==> config.mk <==
export PLATFORM = sky130hd
export DESIGN_NAME = cell_sequencer
export DESIGN_NICKNAME = d
export VERILOG_FILES = /design/src/rtl/cell_sequencer.sv
export SDC_FILE = /design/constraint.sdc
export NUM_CORES = 1
export LEC_CHECK = 0
export BUFFER_PORTS_ARGS = -buffer_cell sky130_fd_sc_hd__buf_4
export CORE_MARGIN = 3
export CORE_UTILIZATION = 37
export CTS_CLUSTER_DIAMETER = 200
export DETAILED_ROUTE_END_ITERATION = 7
export RECOVER_POWER = 100
export SYNTH_ARGS = -nofsm -noshare
export SYNTH_HDL_FRONTEND = slang
export SYNTH_SLANG_ARGS = --single-unit
==> constraint.sdc <==
create_clock -name clk -period 9.27 [get_ports clk]
set_input_delay 1.854 -clock clk [delete_from_list [all_inputs] [get_ports clk]]
set_output_delay 1.854 -clock clk [all_outputs]
set_load 0.03 [all_outputs]
==> src/rtl/cell_sequencer.sv <==
// rtl/cell_sequencer.sv - CellProcessor job sequencer: packs 3x3 pixel pairs into cell vectors, waits out the processor latency, returns each result
package cell_seq_pkg;
   typedef logic [23:0] pixel_t;
   typedef enum logic [2:0] {
      NOP = 3'd0,
      ADD = 3'd1,
      SUB = 3'd2,
      MUL = 3'd3,
      AVG = 3'd4
   } opcodes_t;
endpackage

module cell_sequencer
   import cell_seq_pkg::*;
#(
   parameter int PIXEL_W      = 24,
   parameter int CELL_PIX     = 9,
   parameter int CELL_DEPTH   = 216,
   parameter int PROC_LATENCY = 4,
   parameter int COUNT_W      = 16
) (
   input  logic                  clk,
   input  logic                  rst,
   input  logic                  start,
   input  logic [COUNT_W-1:0]    cfg_num_cells,
   input  opcodes_t              cfg_opcode,
   input  pixel_t                cfg_user_input,
   input  logic                  pix_valid,
   output logic                  pix_ready,
   input  logic [PIXEL_W-1:0]    pix_a,
   input  logic [PIXEL_W-1:0]    pix_b,
   output logic [CELL_DEPTH-1:0] cell_a,
   output logic [CELL_DEPTH-1:0] cell_b,
   output opcodes_t              opcode,
   output pixel_t                user_input,
   input  pixel_t                proc_pixel,
   output logic                  res_valid,
   input  logic                  res_ready,
   output pixel_t                res_pixel,
   output logic                  busy,
   output logic                  done
);
   localparam int IDX_W = $clog2(CELL_PIX);
   localparam int LAT_W = (PROC_LATENCY > 1) ? $clog2(PROC_LATENCY) : 1;
   localparam logic [IDX_W-1:0] IDX_LAST = IDX_W'(CELL_PIX - 1);
   localparam logic [LAT_W-1:0] LAT_INIT = LAT_W'(PROC_LATENCY - 1);

   typedef enum logic [2:0] {IDLE, LOAD, WAIT, OUTPUT, FINISH} state_t;

   state_t             state, state_next;
   logic [IDX_W-1:0]   pix_idx;
   logic [LAT_W-1:0]   lat_cnt;
   logic [COUNT_W-1:0] cells_done, num_cells, cells_next;
   logic               pix_fire, res_fire;

   assign pix_fire   = pix_valid && pix_ready;
   assign res_fire   = res_valid && res_ready;
   assign cells_next = cells_done + COUNT_W'(1);
   assign busy       = (state != IDLE);
   assign done       = (state == FINISH);

   always_comb begin
      state_next = state;
      case (state)
         IDLE:    if (start) state_next = (cfg_num_cells == '0) ? FINISH : LOAD;
         LOAD:    if (pix_fire && pix_idx == IDX_LAST) state_next = WAIT;
         WAIT:    if (lat_cnt == '0) state_next = OUTPUT;
         OUTPUT:  if (res_fire) state_next = (cells_next == num_cells) ? FINISH : LOAD;
         FINISH:  state_next = IDLE;
         default: state_next = IDLE;
      endcase
   end

   always_ff @(posedge clk) begin
      if (!rst) begin
         state      <= IDLE;
         pix_ready  <= 1'b0;
         pix_idx    <= '0;
         lat_cnt    <= '0;
         cells_done <= '0;
         num_cells  <= '0;
         cell_a     <= '0;
         cell_b     <= '0;
         opcode     <= NOP;
         user_input <= '0;
         res_valid  <= 1'b0;
         res_pixel  <= '0;
      end else begin
         state     <= state_next;
         // Registered decode so pix_ready never depends combinationally on pix_valid
         pix_ready <= (state_next == LOAD);
         case (state)
            IDLE: if (start) begin
               num_cells  <= cfg_num_cells;
               opcode     <= cfg_opcode;
               user_input <= cfg_user_input;
               cells_done <= '0;
               pix_idx    <= '0;
               cell_a     <= '0;
               cell_b     <= '0;
            end
            LOAD: if (pix_fire) begin
               cell_a[PIXEL_W*pix_idx +: PIXEL_W] <= pix_a;
               cell_b[PIXEL_W*pix_idx +: PIXEL_W] <= pix_b;
               if (pix_idx == IDX_LAST) begin
                  pix_idx <= '0;
                  lat_cnt <= LAT_INIT;
               end else begin
                  pix_idx <= pix_idx + IDX_W'(1);
               end
            end
            WAIT: if (lat_cnt != '0) begin
               lat_cnt <= lat_cnt - LAT_W'(1);
            end else begin
               res_pixel <= proc_pixel;
               res_valid <= 1'b1;
            end
            OUTPUT: if (res_fire) begin
               res_valid  <= 1'b0;
               cells_done <= cells_next;
            end
            default: ;
         endcase
      end
   end
endmodule

* Yosys cells after proc, flatten, opt, wreduce, memory -nomap -nowiden *
Index checks and enable logic that the tools add are counted.

word-level totals
  output and inout bits = 487
  input bits = 120
  word-level logic and storage cells = 80
  register bits = 526

operators by class
  equality and inequality tests = 13
  multipliers = 1
  mux-type cells = 28
  shift operators = 3
  bitwise logic cells = 1
  add/sub/neg operators = 4
  reduce and logical (&&, ||, !) cells = 18

operators by type and width
  kind                                                      number
  case mux 216 bit (2 select lines)                         2
  2-to-1 mux 216 bit                                        3
  bitwise mux 216 bit                                       2
  indexed part select 24 x 34 -> 216 bit                    2
  variable shift 24 x 34 -> 216 bit (first input constant)  1
  negation 9 -> 34 bit                                      1
  2-to-1 mux 16 bit                                         2
  case mux 16 bit (2 select lines)                          1
  2-to-1 mux 3 bit                                          6
  adder 16 x 1 -> 16 bit (second input constant)            1
  equality test 16 bit                                      1
  zero test 16 bit                                          1
  2-to-1 mux 4 bit                                          3
  != test 2 bit (second input constant)                     6
  case mux 3 bit (4 select lines)                           1
  nonzero test 2 bit                                        5
  AND reduction 3 bit                                       3
  case mux 4 bit (2 select lines)                           1
  equality test 3 x 1 -> 1 bit (second input constant)      2
  equality test 3 x 2 -> 1 bit (second input constant)      2
  multiplier 2 x 4 -> 6 bit (first input constant)          1
  2-to-1 mux 2 bit                                          3
  adder 4 x 1 -> 4 bit (second input constant)              1
  equality test 4 bit (second input constant)               1
  other kinds (12)                                          16

* Logic depth before layout (Yosys ltp) *
  word-level depth = 6
  depth in mapped cells = 19

* Worst setup path after synthesis *
No wires, ideal clock.

  path type = register to register
  start = register pix_idx[2]
  end = register cell_a[15]
  buffers on the path = 4
  arrival = 3.985 ns
  setup slack = 5.168 ns
  library setup time = 0.117 ns
  stages on the path, launching flop included = 18
  path through = dfxtp_1 -> buf_2 -> inv_1 -> clkbuf_1 -> fa_1 -> nor3b_2 -> nand2_1 -> a21oi_1 -> ha_1 -> buf_1 -> nor2b_1 -> nand4_1 -> a2111oi_4 -> nand2_2 -> nand3_1 -> a31oi_1 -> buf_2 -> a22o_1

on the way
  cells in the longest elaborated chain, start to end = 6
  elaborated cells on any way between the ends = 7

RTL lines
  element                                                                                             line  source
  start: declaration                                                                                  51    logic [IDX_W-1:0] pix_idx;
  start signal: assignment                                                                            109   pix_idx <= pix_idx + IDX_W'(1);
  multiplier 2 x 4 -> 6 bit *                                                                         103   cell_a[PIXEL_W*pix_idx +: PIXEL_W] <= pix_a;
  negation 9 -> 34 bit *                                                                              103
  indexed part select 24 x 34 -> 216 bit / variable shift 24 x 34 -> 216 bit (equally long branches)  103
  bitwise mux 216 bit *                                                                               103
  2-to-1 mux 216 bit *                                                                                102   LOAD: if (pix_fire) begin
  case mux 216 bit (2 select lines) *                                                                 92    case (state)
  end signal: indexed assignment                                                                      103
  end: declaration                                                                                    32    output logic [CELL_DEPTH-1:0] cell_a,

Every way passes the cells marked *; elsewhere a longest branch is shown, timed or not. The select of a mux whose other input is x is not followed.
A chain may end at the register's enable or synchronous reset.

* Worst setup path in the final report *
  start = register pix_idx[0]
  end = register cell_b[195]

on the way
  cells in the longest elaborated chain, start to end = 6
  elaborated cells on any way between the ends = 7

RTL lines
  element                                                                                             line  source
  multiplier 2 x 4 -> 6 bit *                                                                         104   cell_b[PIXEL_W*pix_idx +: PIXEL_W] <= pix_b;
  negation 9 -> 34 bit *                                                                              104
  indexed part select 24 x 34 -> 216 bit / variable shift 24 x 34 -> 216 bit (equally long branches)  104
  bitwise mux 216 bit *                                                                               104
  2-to-1 mux 216 bit *                                                                                102
  case mux 216 bit (2 select lines) *                                                                 92
  end signal: indexed assignment                                                                      104
  end: declaration                                                                                    33    output logic [CELL_DEPTH-1:0] cell_b,

Marked as above.

==> run summary <==
The number of synthesized register bits is ~530. The number of detailed-routing iterations run before antenna repair is 6. The quantity of hold-fixing buffers added after cts came out at 0. The worst vdd rail ir drop came out at approximately 140 uV. The sink count of the clock tree came out at 526. The compound-cell area share of the yosys netlist came out at ~25%.

The cell depth of the worst flop-to-flop path is 10. The total of cells resized after clock tree synthesis came out at 0. The synthesized-area fraction occupied by and/or/nand/nor cells is 21.7%. The number of I/O port buffers is roughly 610.

The synthesized netlist contains 77 unique library cells. The type of element capturing the critical path is a flip-flop. In this run the critical register-to-register path is launched from pix_idx[0]$_SDFFE_PN0P_.

The count of flip-flops with a built-in enable after synthesis is 0. The critical path is of the flip-flop to flip-flop type. The final critical path time including I/O delays and setup is about 7.5 ns. The via count normalized by instance count came out at between 5 and 6. Leaving out fill and tap cells, the most frequent cells in the layout are dfxtp_1 (525), clkbuf_1 (503), nand2_1 (376). Setup repair after global routing left no endpoint under its margin. The via count of the first global-routing pass came out at between 20000 and 25000. The worst setup path is launched from a flip-flop. The number of failing hold endpoints at the final stage came out at 0.

Entering global routing, the biggest net connects between 200 and 250 pins. The count of final max-slew check failures is 410. The post-DP HPWL came out at approximately 76000 um. In this run the top signal layer used is met5. The level count of the clock H-tree came out at 2. Summed over all failing endpoints, the final setup total negative slack is 0 ns. No sink is reached through more buffers than the 3 on the longest clock path.

The register-to-register path setup slack is roughly 1.8 ns. The final setup violation count is 0. The total routed wire length on the met1 layer came out at 43400 um. The global route total overflow is 0. For this run, the total global-route usage over all layers was measured as 29.7%. The final routed DRC violation total is 0. The boundary pin count is about 610. The worst register-to-register path ends at cell_b[195]$_SDFFE_PN0P_.

The synthesized instance count came out at 2771. The number of stages on the worst hold path is 2. The synthesized netlist devotes less than 1% of its cell area to XOR and XNOR gates. Relative to the synthesized area, the layout overhead comes to 21.9%.

The critical-path maximum fanout is 60. The routed design uses 9230 um of met3 wire. The power density over cell area is slightly below 200 nW/um^2. After synthesis, the share of cell area in mux cells is 2.24%. Based on the critical path, the design can be clocked at up to 0.134 GHz.

The most frequent standard cell in the layout excluding fill and tap cells is dfxtp_1. In the final design database the tool counted around 3400 nets. The path class of the tightest hold or removal check is flip-flop to flip-flop. In this run the horizontal extent of the chip is between 200 and 300 um.

The most instantiated flip-flop cell in the synthesis netlist is dfxtp_1. The number of maximum-capacitance violations came out at 9. The initial core utilization is between 30 and 40%. The antenna violation net count after detailed routing came out at 0. The main combinational cell family by area after synthesis is compound AO/OA/AOI/OAI gates. After clock tree synthesis, the clock-pin slew on the worst setup and hold paths is ~0.070 ns. Buffers inserted during clock tree synthesis total 56. The total nets after synthesis came out at a little under 3000. In this run the tightest slew margin relative to its limit is -185%. The post-synthesis area per instance came out at around 8.5 um^2. The repair_antennas step left the layout with diodes totalling 0.

The required time at the endpoint of the critical path is between 9 and 10 ns. The detailed router's first-iteration violation count is 2458. The minimum hold slack came out at about 0.45 ns. The floorplan has 91 rows. The number of warning messages in the yosys log is 0. Clock tree synthesis selected as its root buffer the cell clkbuf_16.

The static leakage power came out at between 10 and 15 nW. The final critical path takes up between 80% and 90% of the cycle. The actual slew at the worst max-slew pin came out at between 4 and 5 ns. The buffers inserted during post-CTS setup optimization is 0.

The worst hold path begins at cell_b[56]$_SDFFE_PN0P_. The die height came out at about 260 um. The maximum clock skew at final layout is 0.0212 ns.

The final route contains ~24000 vias. For this run, asynchronously set or reset flops after synthesis account for 0%. The area of the mapped netlist is approximately 23000 um^2.

The clock latency on the worst-skew pair came out at slightly above 0.6 ns. The placer congestion estimate is 0.984. Of the synthesized area, sequential elements account for roughly 45%. The initial antenna violation count was 2. The wire length on met2 came out at roughly 48000 um. The first global-routing pass estimated around 150000 um of wire.

The core box area is approximately 62000 um^2. The endpoint arrival time on the critical path came out at between 7 and 8 ns. The count of fill cells added during filler insertion is approximately 6500. The terminating pin of the worst hold path is cell_b[56]$_SDFFE_PN0P_. The clock tree from TritonCTS is yes.

The proportion of layout cells with a drive suffix above 1 is 8.99%. The flow ran to the end, but the final reports show violations. The final reports fail on max-capacitance violations, max-slew violations. The adder and majority cell fraction of the synthesized area is less than 1%. Summed over all layers, the routed wires come to around 100000 um. The die covers about 67000 um^2. In the final routed layout, each cell accounts on average for about 25 um.
[metrics by stage]
step / total power, W / setup WS, ns / instances / utilization [%] / cell area, um^2
floorplan: 0.00276 / 5.17 / 2771 / - / 23500
global placement: 0.00304 / 3.56 / 4024 / 45.8 / 28500
detailed placement: 0.00304 / 3.34 / 4024 / 45.8 / 28500
CTS: 0.00553 / 3.23 / 4128 / 49.1 / 30600
global route: 0.00566 / 1.45 / 4128 / 46.0 / 28600
finish: 0.00551 / 1.80 / 4128 / 46.0 / 28600
[routing by layer]
layer	track usage (%)	vias up
li1	-	10800
met3	7.09	244
met4	10.6	4
met2	48.2	1135
met1	38.5	11300
met5	0	-
[area by class of cell]
class / instances / area (um^2) / share of cell area, %
Timing Repair Buffer: 644 / 2990 / 10.5
Inverter: 18 / 67.6 / 0.236
Clock buffer: 74 / 1580 / 5.52
Sequential cell: 526 / 10500 / 36.8
Tap cell: 837 / 1050 / 3.66
Multi-Input combinational cell: 1999 / 11900 / 41.6
Clock inverter: 30 / 484 / 1.69
[worst max-delay path by stage]
stage / from / to / slack (ns)
after floorplan: pix_idx[2]$_SDFFE_PN0P_ / cell_a[15]$_SDFFE_PN0P_ / 5.17
after global placement: pix_idx[0]$_SDFFE_PN0P_ / cell_a[45]$_SDFFE_PN0P_ / 3.56
after detailed placement: pix_idx[0]$_SDFFE_PN0P_ / cell_a[40]$_SDFFE_PN0P_ / 3.34
after CTS: pix_idx[0]$_SDFFE_PN0P_ / cell_a[43]$_SDFFE_PN0P_ / 3.23
after global routing: pix_idx[0]$_SDFFE_PN0P_ / cell_a[17]$_SDFFE_PN0P_ / 1.45
final: pix_idx[0]$_SDFFE_PN0P_ / cell_b[195]$_SDFFE_PN0P_ / 1.80
[kinds of logic after synthesis]
kind of cell             count (synthesis)
AO/OA/AOI/OAI                          840
XOR/XNOR                                25
adder cells (fa/ha/maj)                  9
buffers and inverters                  246
flip-flops                             526
multiplexers                            50
AND/OR/NAND/NOR                       1075
[cell usage after synthesis (31+ instances only)]
| master | instances | area, um^2 |
|---|---|---|
| dfxtp_1 | 526 | 10500 |
| a21oi_1 | 115 | 576 |
| nand2_1 | 376 | 1410 |
| and3_1 | 200 | 1250 |
| buf_2 | 39 | 195 |
| clkbuf_1 | 170 | 638 |
| a21boi_0 | 77 | 578 |
| o21ai_0 | 127 | 636 |
| o2bb2ai_1 | 60 | 526 |
| a22oi_1 | 31 | 233 |
| nor2_1 | 277 | 1040 |
| a22o_1 | 90 | 788 |
| nand3_1 | 50 | 250 |
| o21a_1 | 176 | 1320 |
| nor3_1 | 36 | 180 |
[flip-flops by register name, summed over array words and instances, names as in the netlist, 3 cells and up]
signal,cells
opcode,3
user_input,24
cell_a,216
pix_idx,4
state,3
num_cells,16
cells_done,16
cell_b,216
res_pixel,24
[worst max-delay path: stages, from the launching register on]
cell	delay, ns
dfxtp_4	0.54
clkinv_1	0.28
ha_1	0.66
clkbuf_1	2.25
and2_0	0.29
clkbuf_1	0.95
a21oi_1	0.16
nor3_1	0.68
nand2_1	0.78
and3_1	0.49
o21a_1	0.19
[power by group]
part / switching [W] / total, W / internal, W
combinational: 0.000523 / 0.000715 / 0.000192
clock: 0.000992 / 0.00250 / 0.00151
sequential: 0.0000146 / 0.00229 / 0.00227
(Power assumes the default switching activity.)
